## src/rtl/cache_pkg.sv

```systemverilog
// Shared types and sizing for the 4-way set-associative cache tag stage.
package cache_pkg;

  localparam int TAG_W    = 26;
  localparam int INDEX_W  = 4;
  localparam int NUM_SETS = 1 << INDEX_W;
  localparam int NUM_WAYS = 4;

  typedef logic [1:0]         way_t;
  typedef logic [2:0]         plru_t;
  typedef logic [INDEX_W-1:0] index_t;
  typedef logic [TAG_W-1:0]   tag_t;

  typedef enum logic {
    READY = 1'b0,
    FLUSH = 1'b1
  } state_t;

endpackage

```

## src/rtl/cache_tag_lookup_if.sv

```systemverilog
// Lookup, response, fill and flush signals between the cache controller
// and the tag stage. The controller side is master, the tag stage is slave.
interface cache_tag_lookup_if
  import cache_pkg::*;
  ();

  logic   req_valid;
  logic   req_ready;
  tag_t   req_tag;
  index_t req_index;
  logic   req_write;

  logic   rsp_valid;
  logic   rsp_hit;
  way_t   rsp_way;
  tag_t   rsp_victim_tag;
  logic   rsp_victim_dirty;

  logic   fill_valid;
  index_t fill_index;
  way_t   fill_way;
  tag_t   fill_tag;
  logic   fill_dirty;

  logic   flush_req;
  logic   flush_done;

  modport master (
    output req_valid, req_tag, req_index, req_write,
    output fill_valid, fill_index, fill_way, fill_tag, fill_dirty,
    output flush_req,
    input  req_ready,
    input  rsp_valid, rsp_hit, rsp_way, rsp_victim_tag, rsp_victim_dirty,
    input  flush_done
  );

  modport slave (
    input  req_valid, req_tag, req_index, req_write,
    input  fill_valid, fill_index, fill_way, fill_tag, fill_dirty,
    input  flush_req,
    output req_ready,
    output rsp_valid, rsp_hit, rsp_way, rsp_victim_tag, rsp_victim_dirty,
    output flush_done
  );

endinterface

```

## src/rtl/plru_tree4.sv

```systemverilog
// Tree pseudo-LRU for one 4-way set: victim select and post-access update.
// Bit 0 picks the half to evict from; bits 1 and 2 pick within the lower
// and upper half respectively.
module plru_tree4
  import cache_pkg::*;
(
  input  plru_t bits,
  input  way_t  access_way,
  output way_t  victim,
  output plru_t bits_nxt
);

  // Victim from current bits; next bits point away from the accessed way.
  always_comb begin
    victim   = bits[0] ? (bits[2] ? way_t'(2'd3) : way_t'(2'd2))
                       : (bits[1] ? way_t'(2'd1) : way_t'(2'd0));
    bits_nxt = bits;
    bits_nxt[0] = ~access_way[1];
    if (!access_way[1]) begin
      bits_nxt[1] = ~access_way[0];
    end else begin
      bits_nxt[2] = ~access_way[0];
    end
  end

endmodule

```

## src/rtl/cache_tag_lookup.sv

```systemverilog
// Tag store and hit detection for the 4-way cache. Lookups resolve in the
// accept cycle and are reported one cycle later; fills and whole-cache
// flushes come from the cache controller.
//
// state | meaning
// READY | accepting fills and lookups
// FLUSH | clearing one set per cycle, sets 0..15
module cache_tag_lookup
  import cache_pkg::*;
(
  input  logic              clk,
  input  logic              rst_n,
  cache_tag_lookup_if.slave bus
);

  state_t state, state_nxt;
  index_t flush_cnt;
  logic   flush_last;
  logic   flush_done_q;

  tag_t                tag_q   [NUM_SETS][NUM_WAYS];
  logic [NUM_WAYS-1:0] valid_q [NUM_SETS];
  logic [NUM_WAYS-1:0] dirty_q [NUM_SETS];
  plru_t               plru_q  [NUM_SETS];

  logic                fill_en;
  logic                accept;
  logic                hit;
  logic [NUM_WAYS-1:0] match;
  logic [NUM_WAYS-1:0] set_valid;
  logic [NUM_WAYS-1:0] set_dirty;
  way_t                hit_way;
  way_t                victim_way;
  way_t                plru_victim;
  way_t                acc_way;
  index_t              plru_idx;
  plru_t               plru_cur;
  plru_t               plru_nxt;

  logic rsp_valid_q;
  logic rsp_hit_q;
  way_t rsp_way_q;
  tag_t rsp_victim_tag_q;
  logic rsp_victim_dirty_q;

  assign flush_last    = (state == FLUSH) && (flush_cnt == index_t'(NUM_SETS - 1));
  assign bus.req_ready = (state == READY) & ~bus.fill_valid & ~bus.flush_req;
  assign accept        = bus.req_valid & bus.req_ready;
  // A flush request in the same cycle wins over a fill.
  assign fill_en       = bus.fill_valid & (state == READY) & ~bus.flush_req;

  // Next-state logic for the ready/flush sequencer.
  always_comb begin
    state_nxt = state;
    case (state)
      READY:   if (bus.flush_req) state_nxt = FLUSH;
      FLUSH:   if (flush_last)    state_nxt = READY;
      default: state_nxt = READY;
    endcase
  end

  // State register, flush set counter and completion pulse.
  always_ff @(posedge clk or negedge rst_n) begin
    if (!rst_n) begin
      state        <= READY;
      flush_cnt    <= '0;
      flush_done_q <= 1'b0;
    end else begin
      state        <= state_nxt;
      flush_done_q <= flush_last;
      if (state == FLUSH) begin
        flush_cnt <= flush_cnt + index_t'(1);
      end
    end
  end

  // Tag compare against the addressed set; lowest matching / invalid way wins.
  always_comb begin
    set_valid  = valid_q[bus.req_index];
    set_dirty  = dirty_q[bus.req_index];
    match      = '0;
    hit_way    = '0;
    victim_way = plru_victim;
    for (int w = 0; w < NUM_WAYS; w++) begin
      match[w] = set_valid[w] && (tag_q[bus.req_index][w] == bus.req_tag);
    end
    hit = |match;
    for (int w = NUM_WAYS - 1; w >= 0; w--) begin
      if (match[w])      hit_way    = way_t'(w);
      if (!set_valid[w]) victim_way = way_t'(w);
    end
  end

  // Fill and lookup never update PLRU in the same cycle, so one tree serves both.
  assign plru_idx = fill_en ? bus.fill_index : bus.req_index;
  assign acc_way  = fill_en ? bus.fill_way   : hit_way;
  assign plru_cur = plru_q[plru_idx];

  plru_tree4 u_plru (
    .bits       (plru_cur),
    .access_way (acc_way),
    .victim     (plru_victim),
    .bits_nxt   (plru_nxt)
  );

  // Tag/valid/dirty/PLRU storage: fills, hit updates and flush clearing.
  always_ff @(posedge clk or negedge rst_n) begin
    if (!rst_n) begin
      for (int s = 0; s < NUM_SETS; s++) begin
        valid_q[s] <= '0;
        dirty_q[s] <= '0;
        plru_q[s]  <= '0;
        for (int w = 0; w < NUM_WAYS; w++) begin
          tag_q[s][w] <= '0;
        end
      end
    end else begin
      if (fill_en) begin
        tag_q[bus.fill_index][bus.fill_way]   <= bus.fill_tag;
        valid_q[bus.fill_index][bus.fill_way] <= 1'b1;
        dirty_q[bus.fill_index][bus.fill_way] <= bus.fill_dirty;
        plru_q[bus.fill_index]                <= plru_nxt;
      end else if (accept && hit) begin
        plru_q[bus.req_index] <= plru_nxt;
        if (bus.req_write) begin
          dirty_q[bus.req_index][hit_way] <= 1'b1;
        end
      end
      if (state == FLUSH) begin
        valid_q[flush_cnt] <= '0;
        dirty_q[flush_cnt] <= '0;
        plru_q[flush_cnt]  <= '0;
      end
    end
  end

  // Registered lookup result; victim fields stay zero on a hit.
  always_ff @(posedge clk or negedge rst_n) begin
    if (!rst_n) begin
      rsp_valid_q        <= 1'b0;
      rsp_hit_q          <= 1'b0;
      rsp_way_q          <= '0;
      rsp_victim_tag_q   <= '0;
      rsp_victim_dirty_q <= 1'b0;
    end else begin
      rsp_valid_q        <= accept;
      rsp_hit_q          <= accept & hit;
      rsp_way_q          <= accept ? (hit ? hit_way : victim_way) : way_t'(2'd0);
      rsp_victim_tag_q   <= (accept && !hit) ? tag_q[bus.req_index][victim_way] : '0;
      rsp_victim_dirty_q <= accept & ~hit & set_valid[victim_way] & set_dirty[victim_way];
    end
  end

  assign bus.rsp_valid        = rsp_valid_q;
  assign bus.rsp_hit          = rsp_hit_q;
  assign bus.rsp_way          = rsp_way_q;
  assign bus.rsp_victim_tag   = rsp_victim_tag_q;
  assign bus.rsp_victim_dirty = rsp_victim_dirty_q;
  assign bus.flush_done       = flush_done_q;

endmodule

```

## src/flat_wrapper.sv

```systemverilog
// flat-port wrapper written by rule: the top's interface ports become plain ports
module cache_tag_lookup_flat import cache_pkg::*;
  (clk, rst_n, bus_req_valid, bus_req_tag, bus_req_index, bus_req_write, bus_fill_valid, bus_fill_index, bus_fill_way, bus_fill_tag, bus_fill_dirty, bus_flush_req, bus_req_ready, bus_rsp_valid, bus_rsp_hit, bus_rsp_way, bus_rsp_victim_tag, bus_rsp_victim_dirty, bus_flush_done);
  cache_tag_lookup_if bus_i ();
  input  logic clk;
  input  logic rst_n;
  input wire logic [$bits(bus_i.req_valid)-1:0] bus_req_valid;
  input wire logic [$bits(bus_i.req_tag)-1:0] bus_req_tag;
  input wire logic [$bits(bus_i.req_index)-1:0] bus_req_index;
  input wire logic [$bits(bus_i.req_write)-1:0] bus_req_write;
  input wire logic [$bits(bus_i.fill_valid)-1:0] bus_fill_valid;
  input wire logic [$bits(bus_i.fill_index)-1:0] bus_fill_index;
  input wire logic [$bits(bus_i.fill_way)-1:0] bus_fill_way;
  input wire logic [$bits(bus_i.fill_tag)-1:0] bus_fill_tag;
  input wire logic [$bits(bus_i.fill_dirty)-1:0] bus_fill_dirty;
  input wire logic [$bits(bus_i.flush_req)-1:0] bus_flush_req;
  output wire logic [$bits(bus_i.req_ready)-1:0] bus_req_ready;
  output wire logic [$bits(bus_i.rsp_valid)-1:0] bus_rsp_valid;
  output wire logic [$bits(bus_i.rsp_hit)-1:0] bus_rsp_hit;
  output wire logic [$bits(bus_i.rsp_way)-1:0] bus_rsp_way;
  output wire logic [$bits(bus_i.rsp_victim_tag)-1:0] bus_rsp_victim_tag;
  output wire logic [$bits(bus_i.rsp_victim_dirty)-1:0] bus_rsp_victim_dirty;
  output wire logic [$bits(bus_i.flush_done)-1:0] bus_flush_done;
  assign bus_i.req_valid = bus_req_valid;
  assign bus_i.req_tag = bus_req_tag;
  assign bus_i.req_index = bus_req_index;
  assign bus_i.req_write = bus_req_write;
  assign bus_i.fill_valid = bus_fill_valid;
  assign bus_i.fill_index = bus_fill_index;
  assign bus_i.fill_way = bus_fill_way;
  assign bus_i.fill_tag = bus_fill_tag;
  assign bus_i.fill_dirty = bus_fill_dirty;
  assign bus_i.flush_req = bus_flush_req;
  assign bus_req_ready = bus_i.req_ready;
  assign bus_rsp_valid = bus_i.rsp_valid;
  assign bus_rsp_hit = bus_i.rsp_hit;
  assign bus_rsp_way = bus_i.rsp_way;
  assign bus_rsp_victim_tag = bus_i.rsp_victim_tag;
  assign bus_rsp_victim_dirty = bus_i.rsp_victim_dirty;
  assign bus_flush_done = bus_i.flush_done;
  cache_tag_lookup u_core (.clk(clk), .rst_n(rst_n), .bus(bus_i));
endmodule
```

## config.mk

```make
export PLATFORM = sky130hd
export DESIGN_NAME = cache_tag_lookup_flat
export DESIGN_NICKNAME = d
export VERILOG_FILES = /design/src/rtl/cache_pkg.sv /design/src/rtl/cache_tag_lookup_if.sv /design/src/rtl/plru_tree4.sv /design/src/rtl/cache_tag_lookup.sv /design/src/flat_wrapper.sv
export SDC_FILE = /design/constraint.sdc
export NUM_CORES = 2
export LEC_CHECK = 0
export ABC_CLOCK_PERIOD_IN_PS = 5800
export CORE_MARGIN = 2
export CORE_UTILIZATION = 40
export DETAILED_ROUTE_END_ITERATION = 10
export PLACE_DENSITY = 0.57
export SLEW_MARGIN = 20
export SYNTH_ARGS = -nofsm -noshare
export SYNTH_HDL_FRONTEND = slang
export SYNTH_HIERARCHICAL = 1
export SYNTH_SLANG_ARGS = --single-unit
```

## constraint.sdc

```tcl
create_clock -name clk -period 5.8 [get_ports clk]
set_input_delay 1.74 -clock clk [delete_from_list [all_inputs] [get_ports clk]]
set_output_delay 1.74 -clock clk [all_outputs]
set_load 0.005 [all_outputs]
```

# --- Word level (Yosys, flattened, before mapping) ---
# Cells that the tools add are included.
op_classes:
  add_sub_neg: 1
  eq_ne: 5
  bitwise_logic: 28
  order_cmp: 15
  muxes: 73
  reduce_logical: 15
ops:
  columns: ["op", "count"]
  rows:
  - ["$bwmux W1664", 1]
  - ["$bmux W104 S4", 1]
  - ["$demux W104 S4", 1]
  - ["$mux W64", 6]
  - ["$mux W104", 3]
  - ["$mux W48", 3]
  - ["$and A64 B64 Y64", 2]
  - ["$or A64 B64 Y64", 2]
  - ["$eq A26 B26 Y1", 4]
  - ["$mux W26", 4]
  - ["$bwmux W48", 2]
  - ["$bwmux W64", 1]
  - ["$not A64 Y64", 1]
  - ["$bmux W26 S2", 1]
  - ["$demux W26 S2", 1]
  - ["$and A48 B48 Y48", 1]
  - ["$demux W4 S4", 3]
  - ["$not A48 Y48", 1]
  - ["$demux W3 S4", 3]
  - ["$bmux W4 S4", 2]
  - ["$mux W4", 8]
  - ["$mux W2", 12]
  - ["$ge A5 B5 Y1 const B", 4]
  - ["$not A4 Y5", 4]
  - ["19 further kinds", 66]
totals:
  ff_bits: 1877
  input_bits: 69
  output_inout_bits: 33

# --- Depth between registers and ports, before layout ---
logic_depth:
  word_depth: 22
  depth_mapped: 23
  depth_no_buf: 15

# --- Hierarchy ---
# The synthesis kept the hierarchy.
by_module_without_submodules:
  columns: ["module", "area_per_inst_um2", "cells_per_inst", "n_inst"]
  rows:
  - ["cache_tag_lookup", 93768.7, 6921, 1]
  - ["plru_tree4", 43.8, 7, 1]

# --- Least setup slack after synthesis ---
# OpenSTA, ideal clock, no wires.
synth_timing:
  kind: "input to register"
  from: "input bus_req_index[0]"
  to: "register u_core.rsp_victim_tag_q[19], in the netlist u_core/bus.rsp_victim_tag[19]"
  setup_slack_ps: -587
  t_arrival_ps: 6293
  path_stages: 20
  required_time_ps: 5706
  n_path_buf: 13
  path_cell_list: "buf_6 > buf_12 > buf_12 > buf_12 > buf_8 > buf_8 > buf_6 > buf_4 > buf_2 > mux2i_1 > buf_2 > mux4_2 > a211oi_1 > a21oi_1 > buf_4 > o311ai_1 > buf_2 > buf_2 > mux4_2 > a211oi_1"
synth_via:
  elab_cells_between_ends: 35
  cone_classes: "eq/ne (4); mux (21); bitwise (3); reduce/logical (7)"
synth_lines:
  columns: ["element", "line", "text"]
  rows:
  - ["start, declared", "flat_wrapper.sv:9", "input wire logic [$bits(bus_i.req_index)-1:0] bus_req_index;"]
  - ["$mux W4", "cache_tag_lookup.sv:95", "assign plru_idx = fill_en ? bus.fill_index : bus.req_index;"]
  - ["$not A4 Y5 (implied by the code)", "cache_tag_lookup.sv:97", "assign plru_cur = plru_q[plru_idx];"]
  - ["$bmux W3 S4", "cache_tag_lookup.sv:97", null]
  - ["$mux W3 (implied by the code) (2 in series)", "cache_tag_lookup.sv:97", null]
  - ["net u_core.plru_cur[0]", "cache_tag_lookup.sv:37", "plru_t plru_cur;"]
  - ["$mux W2", "plru_tree4.sv:15", "victim = bits[0] ? (bits[2] ? way_t'(2'd3) : way_t'(2'd2))"]
  - ["net u_core.plru_victim[1]", "cache_tag_lookup.sv:34", "way_t plru_victim;"]
  - ["$mux W2 (4 in series)", "cache_tag_lookup.sv:90", "if (!set_valid[w]) victim_way = way_t'(w);"]
  - ["$not A2 Y3 (implied by the code)", "cache_tag_lookup.sv:149", "rsp_victim_tag_q <= (accept && !hit) ? tag_q[bus.req_index][victim_way] : '0;"]
  - ["$bmux W26 S2", "cache_tag_lookup.sv:149", null]
  - ["$mux W26 (implied by the code) (2 in series)", "cache_tag_lookup.sv:149", null]
  - ["$mux W26", "cache_tag_lookup.sv:149", null]
  - ["end signal, assigned", "cache_tag_lookup.sv:149", null]
  - ["end, declared", "cache_tag_lookup.sv:43", "tag_t rsp_victim_tag_q;"]
# The timed path passes the listed nets, and every way through them passes these cells. The select of a mux whose other input is x is not followed.
# A chain may end at the register's enable or synchronous reset.

# --- Worst setup path in the final report ---
layout_timing:
  from: "input bus_req_tag[21]"
  to: "register u_core/plru_q[44] (netlist bit)"
layout_via:
  elab_chain_cells: 14
  elab_cells_between_ends: 23
  cone_classes: "eq/ne (4); mux (11); bitwise (2); reduce/logical (6)"
layout_lines:
  columns: ["element", "line", "text"]
  rows:
  - ["start, declared", "flat_wrapper.sv:8", "input wire logic [$bits(bus_i.req_tag)-1:0] bus_req_tag;"]
  - ["$eq A26 B26 Y1", "cache_tag_lookup.sv:85", "match[w] = set_valid[w] && (tag_q[bus.req_index][w] == bus.req_tag);"]
  - ["$logic_and A1 B1 Y1", "cache_tag_lookup.sv:85", null]
  - ["$mux W2 (3 in series)", "cache_tag_lookup.sv:89", "if (match[w]) hit_way = way_t'(w);"]
  - ["$mux W2 *", "cache_tag_lookup.sv:89", null]
  - ["$mux W2 *", "cache_tag_lookup.sv:96", "assign acc_way = fill_en ? bus.fill_way : hit_way;"]
  - ["net u_core.acc_way[0]", "cache_tag_lookup.sv:35", "way_t acc_way;"]
  - ["$not A1 Y1 *", "plru_tree4.sv:22", "bits_nxt[2] = ~access_way[0];"]
  - ["$mux W1 *", "plru_tree4.sv:19", "if (!access_way[1]) begin"]
  - ["net u_core.plru_nxt[2]", "cache_tag_lookup.sv:38", "plru_t plru_nxt;"]
  - ["$bwmux W48", "cache_tag_lookup.sv:124", "plru_q[bus.req_index] <= plru_nxt;"]
  - ["$mux W48", "cache_tag_lookup.sv:123", "end else if (accept && hit) begin"]
  - ["$mux W48 *", "cache_tag_lookup.sv:118", "if (fill_en) begin"]
  - ["$and A48 B48 Y48 (no source line)", null, null]
  - ["$mux W48 *", "cache_tag_lookup.sv:129", "if (state == FLUSH) begin"]
  - ["end signal, assigned by index", "cache_tag_lookup.sv:122", "plru_q[bus.fill_index] <= plru_nxt;"]
  - ["end signal, assigned by index", "cache_tag_lookup.sv:124", null]
  - ["end, declared", "cache_tag_lookup.sv:24", "plru_t plru_q [NUM_SETS];"]
# The timed path passes the listed nets; every way through them passes the cells marked *.

==> results.ini <==
[status]
status = finished, final reports clean

[hold_path]
hold_path_depth = 1
min-delay-start = u_core/valid_q[5]
hold_path_end = u_core/valid_q[5]
hp-class = reg2reg

[logic_synthesis]
yosysWarningCount = 6
async_reset_ff_share_pct = 100
synth_top_area_cell = dfrtp_1
synth_flop_cell = dfrtp_1
synth-edff-count = 0
synthTopCellsByCount = dfrtp_1, mux2_2, clkbuf_1
synth-seq-cells = 1877
yosysMostFrequentCell = dfrtp_1
synth-seq-area-share_pct = 50.1
synth_nets = 7001
syn-instance-count = 6928
synth_cell_types = 107
synthTopCellsByArea = dfrtp_1, mux2_2, mux4_2
syn_avg_cell_area_um2 = 13.5
syn-cell-area_um2 = 93800
synth_top_area_share_pct = 50.1

[die]
initial_core_util_pct = 40.3
die_y_um = 488
dieArea_um2 = 238000
die_x_um = 488
rows = 177
fp.coreArea_um2 = 233000
ioPinCount = 102

[clock_network]
clkLatencyLatePin_ns = 0.90
clk_pin_slew_ns = 0.06
cts_made_buffers = 204
htree_levels = 4
clock-sinks = 1877
cts-root-buf = clkbuf_16
cts_resized = 0
ctsHoldBuffers = 0
post_cts.repair.setup_buffers = 0
clock_path_buffers = 3
cts_tree = done

[worst_setup_path]
crit_start = bus_req_tag[21]
cp_max_fo = 10
r2r_end = u_core/plru_q[44]
cp-start-kind = primary input
worstPathArrival_ns = 6.48
critPathKind = in2reg
required_ns = 6.56
worstSetupEndpointType = register
rrSetupSlack_ns = 1.08
r2r-start = u_core/tag_q[631]
rr_worst_depth = 15

[placement]
post-dp-hpwl_um = 242000
gp_congestion = 1.02
port-buffer-count = 101

[pwr]
p_int_uw = 23700
p_total_uw = 32700
p_switching_uw = 9070
netSwitchingFraction_pct = 27.7
p_clk_share_pct = 40.7
p_leak_uw = 0.0531
seqPwrFrac_pct = 44.4
vdd_ir_drop_max_uv = 293
p_per_area_nw_per_um2 = 294
pwr-share-comb_pct = 14.9

[layout]
drive_gt1_share_pct = 47.5
area_delta_synth_final_pct = 18.7
nets = 7624
fin_util_pct = 47.8

[sta]
rsz0062_at_grt = false
hold_viol_final = 0
fin_crit_ns = 5.71
setup_viol = 0
worst_pin_slew_ns = 1.27
min_period_over_period_pct = 98.5
slew_violations = 0
relSlewSlack_pct = 15.3
max_freq_ghz = 0.175
fin_skew_ns = 0.0743

[grt]
grt_first_pass_wirelength_um = 506000
grt_pass1_vias = 66300
gr-usage-all-layers_pct = 29.8
grt_max_degree = 178
antenna_found_initial = 21
overflow = 0

[drt]
via_count = 65600
drt_iter0_drc = 6368
drtAntennaViolNets = 0
wirelength_um = 357000
drc = 0
viasPerCell = 6.04
wl_per_cell_um = 32.9
drtPass1Iterations = 8

[flow_run]
cap_violations = 0

## cell type report
| cell class | count | area, µm² |
|---|---|---|
| Fill cell | 20500 | 122000 |
| Sequential cell | 1877 | 47000 |
| Multi-Input combinational cell | 4355 | 43800 |
| Timing Repair Buffer | 1063 | 9540 |
| Clock buffer | 311 | 6050 |
| Tap cell | 3132 | 3920 |
| Clock inverter | 63 | 821 |
| Inverter | 50 | 196 |
| Antenna cell | 9 | 22.5 |
## sequential cells by signal, summed over array words and instances, names as in the netlist
register / count
u_core/bus.flush_done: 1
u_core/bus.rsp_hit: 1
u_core/bus.rsp_valid: 1
u_core/bus.rsp_victim_dirty: 1
u_core/bus.rsp_victim_tag: 26
u_core/bus.rsp_way: 2
u_core/dirty_q: 64
u_core/flush_cnt: 4
u_core/plru_q: 48
u_core/state: 1
u_core/tag_q: 1664
u_core/valid_q: 64
## per-stage QoR
| stage | setup TNS, ns | cell area, µm² | cells | setup WS [ns] | hold slack (ns) |
|---|---|---|---|---|---|
| 6_report | 0 | 111000 | 10900 | 0.0867 | 0.487 |
| 5_1_grt | 0 | 111000 | 10900 | 0.0251 | 0.497 |
| 4_1_cts | 0 | 111000 | 10900 | 0.0990 | 0.488 |
| 3_5_place_dp | -72.69 | 104000 | 10500 | -0.850 | 0.474 |
| 3_3_place_gp | -68.68 | 104000 | 10500 | -0.878 | 0.468 |
| 2_1_floorplan | 0 | 93900 | 6928 | 0.0324 | 0.457 |
## cell usage in the layout (no fill, tap or decap), types with 14 or more instances in the layout
cell                n
a211oi_1           54
a21boi_0           14
a21oi_1           125
a221oi_1           21
a22oi_1            86
a31oi_1            30
and3_1             31
buf_12            111
buf_2              26
buf_4             851
clkbuf_1           56
clkbuf_16         207
clkbuf_8           48
clkdlybuf4s50_1    69
clkinv_2           34
dfrtp_1          1877
inv_1              36
mux2_2           1801
mux2i_1           336
mux4_2            392
nand2_1           289
nand2_2            14
nand2b_1           16
nand3_1           124
nand4_1            49
nor2_1            231
nor2_4             35
nor2b_1            23
nor3_1             36
nor4_1             16
o211ai_1           21
o21a_1             27
o21ai_0           134
o22ai_1            55
or2_2              14
or4_1              14
xnor2_1           100
## critical path: stages
cell and delay [ns]:
clkdlybuf4s50_1 0.40, buf_4 0.16, inv_1 0.57, a211oi_1 0.24, a2111oi_1 0.59, nand4_1 0.16
or4_1 0.56, or4_1 0.60, buf_4 0.22, nand2b_1 0.14, a21o_1 0.19, o21ai_0 0.27
a21oi_1 0.11, buf_4 0.19, inv_1 0.20, o21ai_0 0.13
## worst max path at each step
| stage | end |
|---|---|
| 6_report | u_core/plru_q[44] |
| 5_1_grt | u_core/plru_q[44] |
| 4_1_cts | u_core/plru_q[44] |
| 3_5_place_dp | u_core/plru_q[2] |
| 3_3_place_gp | u_core/plru_q[43] |
| 2_1_floorplan | u_core/bus.rsp_victim_tag[16] |
## power by group through the flow
stage               sequential, µW  combinational [µW]  clock (µW)
finish                       14500                4880       13300
global route                 14600                5160       14100
CTS                          14500                4810       13600
detailed placement           14700                4800           0
global placement             14700                4720           0
floorplan                    14500                2730           0
## cells by family after synthesis
group / after synthesis / synth area share, %
fa+ha+maj: 4 / 0.0534
mux: 2537 / 34.8
compound gates: 717 / 5.27
buf+inv: 696 / 3.70
xor+xnor: 109 / 1.02
flops: 1877 / 50.1
simple gates: 988 / 5.12
## routing by layer
metal / vias up / track usage (%) / wire [µm]
met5: - / 0 / 57
met4: 10 / 12.2 / 16800
met1: 35300 / 41.7 / 154000
met2: 2673 / 45.5 / 160000
met3: 696 / 5.53 / 26000
li1: 26900 / - / -
(Power assumes the default switching activity.)
